<file path="src/rtl/frame_capture_ctrl_pkg.sv">
// Shared constants, state encoding and default QQVGA geometry
// for the OV7670 single-frame capture controller.
package frame_capture_ctrl_pkg;

    localparam logic low_p  = 1'b0;
    localparam logic high_p = 1'b1;

    localparam int H_PIXELS_DEF = 160;
    localparam int V_LINES_DEF  = 120;
    localparam int ADDR_W_DEF   = 15;

    typedef enum logic [2:0] {
        IDLE         = 3'd0,
        WAIT_VS_HIGH = 3'd1,
        WAIT_VS_LOW  = 3'd2,
        CAPTURE      = 3'd3,
        DONE         = 3'd4
    } state_e;

endpackage

</file>
<file path="src/rtl/frame_capture_ctrl_edge_detect.sv">
// Rise/fall pulse generator against a registered copy of the input.
// Pulses are valid in the first cycle the new level is seen.
module frame_capture_ctrl_edge_detect (
    input  logic Clk_i,
    input  logic Reset_i,
    input  logic Sig_i,
    output logic Rise_o,
    output logic Fall_o
);

    logic sig_q;

    always_ff @(posedge Clk_i or negedge Reset_i) begin
        if (!Reset_i) begin
            sig_q <= 1'b0;
        end else begin
            sig_q <= Sig_i;
        end
    end

    assign Rise_o = Sig_i & ~sig_q;
    assign Fall_o = ~Sig_i & sig_q;

endmodule

</file>
<file path="src/rtl/frame_capture_ctrl.sv">
// Single-frame OV7670 capture: waits for a clean frame start, packs
// byte pairs into RGB565 words and hands the frame over via done/ack.
module frame_capture_ctrl
    import frame_capture_ctrl_pkg::*;
#(
    parameter int H_PIXELS = H_PIXELS_DEF,
    parameter int V_LINES  = V_LINES_DEF,
    parameter int ADDR_W   = ADDR_W_DEF
) (
    input  logic              Clk_i,
    input  logic              Reset_i,
    input  logic              Capture_Req_i,
    input  logic              Frame_Ack_i,
    input  logic              Vsync_i,
    input  logic              Href_i,
    input  logic              Byte_Strobe_i,
    input  logic [7:0]        Data_i,
    output logic              Wr_En_o,
    output logic [ADDR_W-1:0] Wr_Addr_o,
    output logic [15:0]       Wr_Data_o,
    output logic              Busy_o,
    output logic              Frame_Done_o,
    output logic              Error_o
);

    localparam int N_PIX  = H_PIXELS * V_LINES;
    localparam int CNT_W  = $clog2(N_PIX + 1);
    localparam int COL_W  = $clog2(H_PIXELS + 1);
    localparam int LINE_W = $clog2(V_LINES + 1);

    localparam logic [CNT_W-1:0]  N_CNT = CNT_W'(N_PIX);
    localparam logic [COL_W-1:0]  H_MAX = COL_W'(H_PIXELS);
    localparam logic [LINE_W-1:0] V_MAX = LINE_W'(V_LINES);

    state_e state_q, state_d;

    logic [CNT_W-1:0]  pix_cnt_q, pix_cnt_d;
    logic [COL_W-1:0]  col_q, col_d;
    logic [LINE_W-1:0] line_q, line_d;
    logic              phase_q, phase_d;
    logic [7:0]        hi_q, hi_d;
    logic              err_q, err_d;
    logic              wr_en_q, wr_en_d;
    logic [ADDR_W-1:0] wr_addr_q, wr_addr_d;
    logic [15:0]       wr_data_q, wr_data_d;

    logic vs_rise, vs_fall;
    logic href_rise, href_fall;
    logic unused_edges;

    logic in_cap, start, byte_ok, pix_ok, fits, do_wr;

    frame_capture_ctrl_edge_detect u_vs_edge (
        .Clk_i   (Clk_i),
        .Reset_i (Reset_i),
        .Sig_i   (Vsync_i),
        .Rise_o  (vs_rise),
        .Fall_o  (vs_fall)
    );

    frame_capture_ctrl_edge_detect u_href_edge (
        .Clk_i   (Clk_i),
        .Reset_i (Reset_i),
        .Sig_i   (Href_i),
        .Rise_o  (href_rise),
        .Fall_o  (href_fall)
    );

    assign unused_edges = vs_fall | href_rise;

    always_ff @(posedge Clk_i or negedge Reset_i) begin
        if (!Reset_i) begin
            state_q <= IDLE;
        end else begin
            state_q <= state_d;
        end
    end

    always_comb begin
        state_d = state_q;
        unique case (state_q)
            IDLE: begin
                if (Capture_Req_i == high_p) state_d = WAIT_VS_HIGH;
            end
            WAIT_VS_HIGH: begin
                if (Vsync_i == high_p) state_d = WAIT_VS_LOW;
            end
            WAIT_VS_LOW: begin
                if (Vsync_i == low_p) state_d = CAPTURE;
            end
            CAPTURE: begin
                if (vs_rise) state_d = DONE;
            end
            DONE: begin
                if (Frame_Ack_i == high_p) state_d = IDLE;
            end
            default: state_d = IDLE;
        endcase
    end

    always_comb begin
        Busy_o       = low_p;
        Frame_Done_o = low_p;
        unique case (state_q)
            IDLE: ;
            WAIT_VS_HIGH, WAIT_VS_LOW, CAPTURE: begin
                Busy_o = high_p;
            end
            DONE: begin
                Busy_o       = high_p;
                Frame_Done_o = high_p;
            end
            default: ;
        endcase
    end

    assign in_cap  = (state_q == CAPTURE);
    assign start   = (state_q == WAIT_VS_LOW) && (Vsync_i == low_p);
    assign byte_ok = in_cap & Href_i & Byte_Strobe_i;
    assign pix_ok  = byte_ok & phase_q;
    assign fits    = (col_q < H_MAX) && (line_q < V_MAX);
    assign do_wr   = pix_ok & fits;

    // Href fall and a packed byte are exclusive: a byte needs Href high.
    always_comb begin
        pix_cnt_d = pix_cnt_q;
        col_d     = col_q;
        line_d    = line_q;
        phase_d   = phase_q;
        hi_d      = hi_q;
        err_d     = err_q;
        wr_en_d   = do_wr;
        wr_addr_d = wr_addr_q;
        wr_data_d = wr_data_q;

        if (start) begin
            pix_cnt_d = '0;
            col_d     = '0;
            line_d    = '0;
            phase_d   = 1'b0;
            err_d     = 1'b0;
        end else if (in_cap) begin
            if (href_fall) begin
                phase_d = 1'b0;
                if (phase_q) err_d = 1'b1;
                if (col_q != '0) begin
                    col_d  = '0;
                    line_d = (line_q == V_MAX) ? line_q : line_q + 1'b1;
                end
            end else if (byte_ok && !phase_q) begin
                hi_d    = Data_i;
                phase_d = 1'b1;
            end else if (pix_ok) begin
                phase_d = 1'b0;
                col_d   = (col_q == H_MAX) ? col_q : col_q + 1'b1;
                if (do_wr) begin
                    wr_addr_d = ADDR_W'(pix_cnt_q);
                    wr_data_d = {hi_q, Data_i};
                    pix_cnt_d = pix_cnt_q + 1'b1;
                end else begin
                    err_d = 1'b1;
                end
            end
            // The same-cycle last pixel is counted before the short-frame test.
            if (vs_rise && (pix_cnt_d != N_CNT)) err_d = 1'b1;
        end
    end

    always_ff @(posedge Clk_i or negedge Reset_i) begin
        if (!Reset_i) begin
            pix_cnt_q <= '0;
            col_q     <= '0;
            line_q    <= '0;
            phase_q   <= 1'b0;
            hi_q      <= '0;
            err_q     <= 1'b0;
            wr_en_q   <= 1'b0;
            wr_addr_q <= '0;
            wr_data_q <= '0;
        end else begin
            pix_cnt_q <= pix_cnt_d;
            col_q     <= col_d;
            line_q    <= line_d;
            phase_q   <= phase_d;
            hi_q      <= hi_d;
            err_q     <= err_d;
            wr_en_q   <= wr_en_d;
            wr_addr_q <= wr_addr_d;
            wr_data_q <= wr_data_d;
        end
    end

    assign Wr_En_o   = wr_en_q;
    assign Wr_Addr_o = wr_addr_q;
    assign Wr_Data_o = wr_data_q;
    assign Error_o   = err_q;

endmodule

</file>
<file path="config.mk">
export PLATFORM = sky130hd
export DESIGN_NAME = frame_capture_ctrl
export DESIGN_NICKNAME = d
export VERILOG_FILES = /design/src/rtl/frame_capture_ctrl_pkg.sv /design/src/rtl/frame_capture_ctrl_edge_detect.sv /design/src/rtl/frame_capture_ctrl.sv
export SDC_FILE = /design/constraint.sdc
export NUM_CORES = 1
export LEC_CHECK = 0
export CAP_MARGIN = 20
export CELL_PAD_IN_SITES_DETAIL_PLACEMENT = 2
export CELL_PAD_IN_SITES_GLOBAL_PLACEMENT = 2
export CORE_MARGIN = 2
export CORE_UTILIZATION = 37
export CTS_BUF_LIST = sky130_fd_sc_hd__clkbuf_8
export CTS_CLUSTER_DIAMETER = 80
export DETAILED_ROUTE_END_ITERATION = 16
export DONT_BUFFER_PORTS = 1
export PLACE_DENSITY_LB_ADDON = 0.15
export SYNTH_ARGS = -nofsm -noshare
export SYNTH_HDL_FRONTEND = slang
export SYNTH_SLANG_ARGS = --single-unit
</file>
<file path="constraint.sdc">
create_clock -name Clk_i -period 2.25 [get_ports Clk_i]
set_clock_uncertainty 0.1 [all_clocks]
set_input_delay 0.675 -clock Clk_i [delete_from_list [all_inputs] [get_ports Clk_i]]
set_output_delay 0.675 -clock Clk_i [all_outputs]
set_load 0.1 [all_outputs]
</file>
**After elaboration in Yosys (flattened, before gate mapping)**

Index checks and enable logic that the tools add are counted.

- Add/sub/neg operators: 3
- $lt $le $gt $ge: 2
- Eq/ne operators: 19
- Muxes and demuxes: 41
- Bitwise gates (word level): 12
- Reduce and logical (&&, ||, !) cells: 21

Operators with widths:

| operator | count |
|---|---|
| 15-bit 2-to-1 mux | 8 |
| 8-bit 2-to-1 mux | 7 |
| 7-bit 2-to-1 mux | 5 |
| 15-bit by 1-bit adder with 15-bit output, second input constant | 1 |
| 1-bit 2-to-1 mux | 15 |
| 3-bit 2-to-1 mux | 5 |
| 15-bit != test, second input constant | 1 |
| 3-bit case mux with 5 select lines | 1 |
| 5-bit AND reduction | 3 |
| 2-bit != test, second input constant | 6 |
| 8-bit by 1-bit adder with 8-bit output, second input constant | 1 |
| 8-bit == test, second input constant | 1 |
| 8-bit < comparator, second input constant | 1 |
| 4-bit AND reduction | 2 |
| 4-bit nonzero test | 2 |
| 8-bit nonzero test | 1 |
| 7-bit by 1-bit adder with 7-bit output, second input constant | 1 |
| 7-bit == test, second input constant | 1 |
| 7-bit < comparator, second input constant | 1 |
| 1-bit AND | 6 |
| 3-bit by 2-bit == test with 1-bit output, second input constant | 2 |
| 3-bit != test, second input constant | 2 |
| 1-bit NOT | 6 |
| 6-bit AND reduction | 1 |
| other kinds (13) | 18 |

- Register bits after elaboration: 77
- Input bits: 15
- Output and inout port bits: 35
- Word-level logic and storage cells: 110

**Longest topological paths before layout**

- Word-level depth: 16
- Mapped depth: 8
- Mapped depth without buffers: 8

**By module**

A second synthesis with hierarchy kept.

- Cells, all modules: 345
- Area, all modules: 3,742.3 µm²

Modules (own cells, without submodules):

| module | times used | cells an instance | area an instance (µm²) | seq. area each (µm²) |
|---|---|---|---|---|
| frame_capture_ctrl | 1 | 339 | 3,662.3 | 1,876.8 |
| frame_capture_ctrl_edge_detect | 2 | 3 | 40.0 | 25.0 |

**Worst setup path after synthesis**

OpenSTA, ideal clock, no wires.

- Path kind: reg-to-output
- From: register state_q[0]
- To: output Busy_o
- Data arrival time: 2.156 ns
- Required time: 1.475 ns
- Slack: -0.681 ns
- Stages on the path, launching flop included: 4
- Path buffers: 1
- Path through: dfrtp_1 > buf_2 > nor2_1 > xnor2_1

- Word-level cells in the longest chain between the ends: 3
- Elaborated cells between the ends (all ways): 6
- Those cells by class: eq/ne (4); mux (1); reduce/logical (1)

RTL lines:

| item | line | RTL |
|---|---|---|
| from (decl) | frame_capture_ctrl.sv:35 | `state_e state_q, state_d;` |
| from (signal assigned) | frame_capture_ctrl.sv:75 | `state_q <= state_d;` |
| 3-bit by 2-bit == test with 1-bit output (tied with other cells) | frame_capture_ctrl.sv:104 | `unique case (state_q)` |
| 4-bit OR reduction (no line) (*) | n/a |  |
| 1-bit 2-to-1 mux (*) | frame_capture_ctrl.sv:104 |  |
| to (decl) | frame_capture_ctrl.sv:21 | `output logic Busy_o,` |

Mark *: on every way between the ends. The rest lies on a longest branch, timed or not.

**Final worst setup path**

- From: register pix_cnt_q[4]
- To: register err_q (netlist: Error_o)

- Word-level cells in the longest chain between the ends: 12
- Elaborated cells between the ends (all ways): 17
- Those cells by class: add/sub (1); eq/ne (4); mux (9); reduce/logical (3)

RTL lines:

| item | line | RTL |
|---|---|---|
| from (decl) | frame_capture_ctrl.sv:37 | `logic [CNT_W-1:0] pix_cnt_q, pix_cnt_d;` |
| from (signal assigned) | frame_capture_ctrl.sv:181 | `pix_cnt_q <= pix_cnt_d;` |
| 15-bit by 1-bit adder with 15-bit output | frame_capture_ctrl.sv:159 | `pix_cnt_d = pix_cnt_q + 1'b1;` |
| 15-bit 2-to-1 mux | frame_capture_ctrl.sv:156 | `if (do_wr) begin` |
| 15-bit 2-to-1 mux | frame_capture_ctrl.sv:153 | `end else if (pix_ok) begin` |
| 15-bit 2-to-1 mux | frame_capture_ctrl.sv:150 | `end else if (byte_ok && !phase_q) begin` |
| 15-bit 2-to-1 mux (*) | frame_capture_ctrl.sv:143 | `if (href_fall) begin` |
| 15-bit 2-to-1 mux (*) | frame_capture_ctrl.sv:142 | `end else if (in_cap) begin` |
| 15-bit 2-to-1 mux (*) | frame_capture_ctrl.sv:136 | `if (start) begin` |
| 15-bit != test (*) | frame_capture_ctrl.sv:165 | `if (vs_rise && (pix_cnt_d != N_CNT)) err_d = 1'b1;` |
| 1-bit logical AND (*) | frame_capture_ctrl.sv:165 |  |
| branches (longest 3 deep; another with 5-bit AND reduction) | n/a |  |
| to (signal assigned) | frame_capture_ctrl.sv:186 | `err_q <= err_d;` |
| to (decl) | frame_capture_ctrl.sv:42 | `logic err_q, err_d;` |

Every way passes the cells marked *. The select of a mux whose other input is x is not followed.
A chain may end at the register's enable or synchronous reset.

==> flow_summary.toml <==
[worst_setup_path]
max_stage_delay_ns = 0.58
reg2regPathDepth = 6
rr_startpoint = "pix_cnt_q[4]"
start_kind = "register"
cp_max_fo = 7
endpoint_kind = "register"
slowest_stage = "dfrtp_1"
cp.arrival_ns = 2.56
crit_chain = "nand4_1 > nor4_1 > mux2i_1 > nor3b_1 > a2bb2oi_1 > a31oi_1"
worst-setup-path-type = "register to register"
r2r_slack_ns = -0.18
reg2reg_to = "Error_o"
required_ns = 2.38

[die]
io_pins = 50
die_y_um = 104
start_util = 0.378
dieArea_sq_mm = 0.0107
core_sq_mm = 0.00973
fp.dieW_um = 104
rows = 36

[placement]
place_area_sq_mm = 0.00441
dp_hpwl_um = 7830
place_congestion = 0.768
io_buffer_count = 0

[cts]
cts.sinks = 77
cts_tree = "built"
clockBufferDepth = 2
insertion_delay_ns = 0.36
root_buffer = "clkbuf_8"
cts_buffers = 9
htreeDepth = 3
clk_pin_slew_ns = 0.09

[yosys]
yosys-top-cells-count = "nand2_1, dfrtp_1, nor2_1, o21ai_0, nand3_1"
yosysTopAreaCell = "dfrtp_1"
ys_types = 51
async_flop_share = 1.00
synth_edf_count = 0
postSynthCellCount = 395
synth-seq-area-share = 0.524
synthesis.area_sq_mm = 0.00368
synthTopCellsByArea = "dfrtp_1, nand2_1, o21ai_0, mux2_2, nor2_1"
yosysMostFrequentCell = "nand2_1"
synth_seq_cells = 77
syn-num-nets = 415
yosysWarnings = 0
synth.top_cell.area_share = 0.524
syn_area_per_cell_sq_um = 9.31
synth_ff_type = "dfrtp_1"

[power]
power-per-cell-area_mw_per_mm2 = 1110
pwr-share-clk = 0.215
share_seq_of_total_power = 0.329
intPower_mw = 3.00
p_total_mw = 5.36
power_leakage_nw = 2.39
power.switching_mw = 2.36
peakVddDrop_uv = 713
combPwrFrac = 0.456
swShare = 0.441

[route]
drt_wl_total_um = 13400
ant_nets = 0
first_pass_iters = 4
wl_per_cell_um = 21.8
drtIter0Drc = 98
dr_total_vias = 3348
drc_errors = 0
avgViaCountPerCell = 5.43

[worst_hold_path]
hold_path.class = "input port to asynchronous set/reset pin"

[global_routing]
antenna_found_initial = 0
grt_overflow = 0
grt_max_degree = 78
grt_pass1_vias = 3679
grt_pass1_wl_um = 19100
grt_usage = 0.223

[status]
violations = "hold timing, setup timing"
outcome = "complete, but fails checks"

[sta]
tightestPinTransition_ns = 0.570
tns_ns = -0.267
post-route-min-period_ns = 2.43
max_slew_margin = 0.616
fmax_mhz = 411
rsz0062_at_grt = "yes"
setup_ws_ns = -0.180
maxSlewViolCount = 0
whs_ns = -0.0964
setup_viol = 3
finalHoldViolCount = 77
fin_crit_sh = 1.08

[finish]
final_util = 0.497
final_layout_size_suffix_gt1_frac = 0.283
finalInstanceArea_sq_mm = 0.00484
area_delta_synth_final_pct = 31.7
insertedDiodeCount = 0
fin_nets = 500

[job]
cap_violations = 0
through the flow:
stage | worst slack (ns) | cells | hold slack, ns
finish | -0.180 | 617 | -0.0964
global placement | -0.196 | 590 | 0.282
CTS | -0.114 | 606 | -0.115
floorplan | -0.156 | 395 | 0.279
global route | -0.323 | 617 | -0.111
detailed placement | -0.233 | 590 | 0.282
critical path: cells and delay by family (launching register included):
kind | cells | cell delay [ns]
simple gates | 3 | 1.19
flops | 1 | 0.58
compound gates | 2 | 0.27
mux | 1 | 0.16
repair_timing:
action | CTS | global route
pin swaps | 6 | 16
resized for setup | 11 | 20
buffers inserted | 1 | 11
endpoints found under the hold margin | 77 | 77
endpoints found under the setup margin | 18 | 19
cell usage in the layout (no fill, tap or decap), types with 2 or more instances in the layout:
cell and count:
nand4_1 8, inv_1 7, xor2_1 5, nor2b_1 6, nor3_1 4, and3_1 7
a21oi_1 6, bufinv_16 2, a21o_1 2, o31ai_1 3, o21ai_0 23, buf_6 3
mux2_2 9, buf_4 84, nor2_4 2, o21ai_1 4, nor4_4 2, mux2i_1 6
dfrtp_1 77, buf_12 3, nor2_1 22, or4_4 3, o211ai_1 4, and4_1 3
o21a_1 3, nand2b_1 3, inv_2 2, a32o_1 2, a22o_1 3, nand2_1 113
ha_1 5, a31oi_1 2, nand2_2 3, clkbuf_8 9, nor3b_1 3, nand3_1 14
power groups by stage:
| stage | clock network [mW] | logic (mW) | registers [mW] |
|---|---|---|---|
| after detailed placement | 0 | 2.22 | 1.78 |
| after CTS | 1.16 | 2.30 | 1.76 |
| after floorplan | 0 | 0.812 | 2.52 |
| after global routing | 1.21 | 2.58 | 1.79 |
| final | 1.15 | 2.44 | 1.76 |
| after global placement | 0 | 2.14 | 1.76 |
worst max-delay path by stage:
stage                 start       to  slack [ns]  cells past startpoint
2_1_floorplan    state_q[2]  Error_o       -0.16                      8
3_3_place_gp         Href_i  Error_o       -0.20                      7
3_5_place_dp         Href_i  Error_o       -0.23                      7
4_1_cts            col_q[5]  Error_o       -0.11                      7
5_1_grt        pix_cnt_q[3]  Error_o       -0.32                      6
6_report       pix_cnt_q[4]  Error_o       -0.18                      6
logic make-up (layout without fill, tap and decap cells):
kind of cell             count (synthesis)  count (layout)  synth area share
AND/OR/NAND/NOR                        202             202             0.256
flip-flops                              77              77             0.524
AO/OA/AOI/OAI                           63              63             0.112
buffers and inverters                   25             114            0.0272
multiplexers                            16              16            0.0470
XOR/XNOR                                 7               7            0.0167
adder cells (fa/ha/maj)                  5               5            0.0170
state kept, by name (all words and copies together) (netlist names), 3 cells and up:
signal and cells:
Wr_Addr_o 15, Wr_Data_o 16, col_q 8, hi_q 8
line_q 7, pix_cnt_q 15, state_q 3
metal layers:
layer | up-vias | wire length (um) | track usage | part of all wire
met1 | 1720 | 5500 | 0.273 | 0.41
met5 | - | 0 | 0 | 0
li1 | 1521 | - | - | -
met2 | 79 | 6900 | 0.391 | 0.51
met3 | 28 | 669 | 0.0415 | 0.050
met4 | 0 | 362 | 0.0849 | 0.027
cell type report:
type / instances / area, sq um
Timing Repair Buffer: 91 / 739
Sequential cell: 77 / 1930
Multi-Input combinational cell: 293 / 1770
Tap cell: 133 / 166
Fill cell: 1085 / 4890
Clock inverter: 6 / 81.3
Clock buffer: 9 / 124
Inverter: 8 / 32.5
No activity file was read; power rests on OpenSTA's default activity.
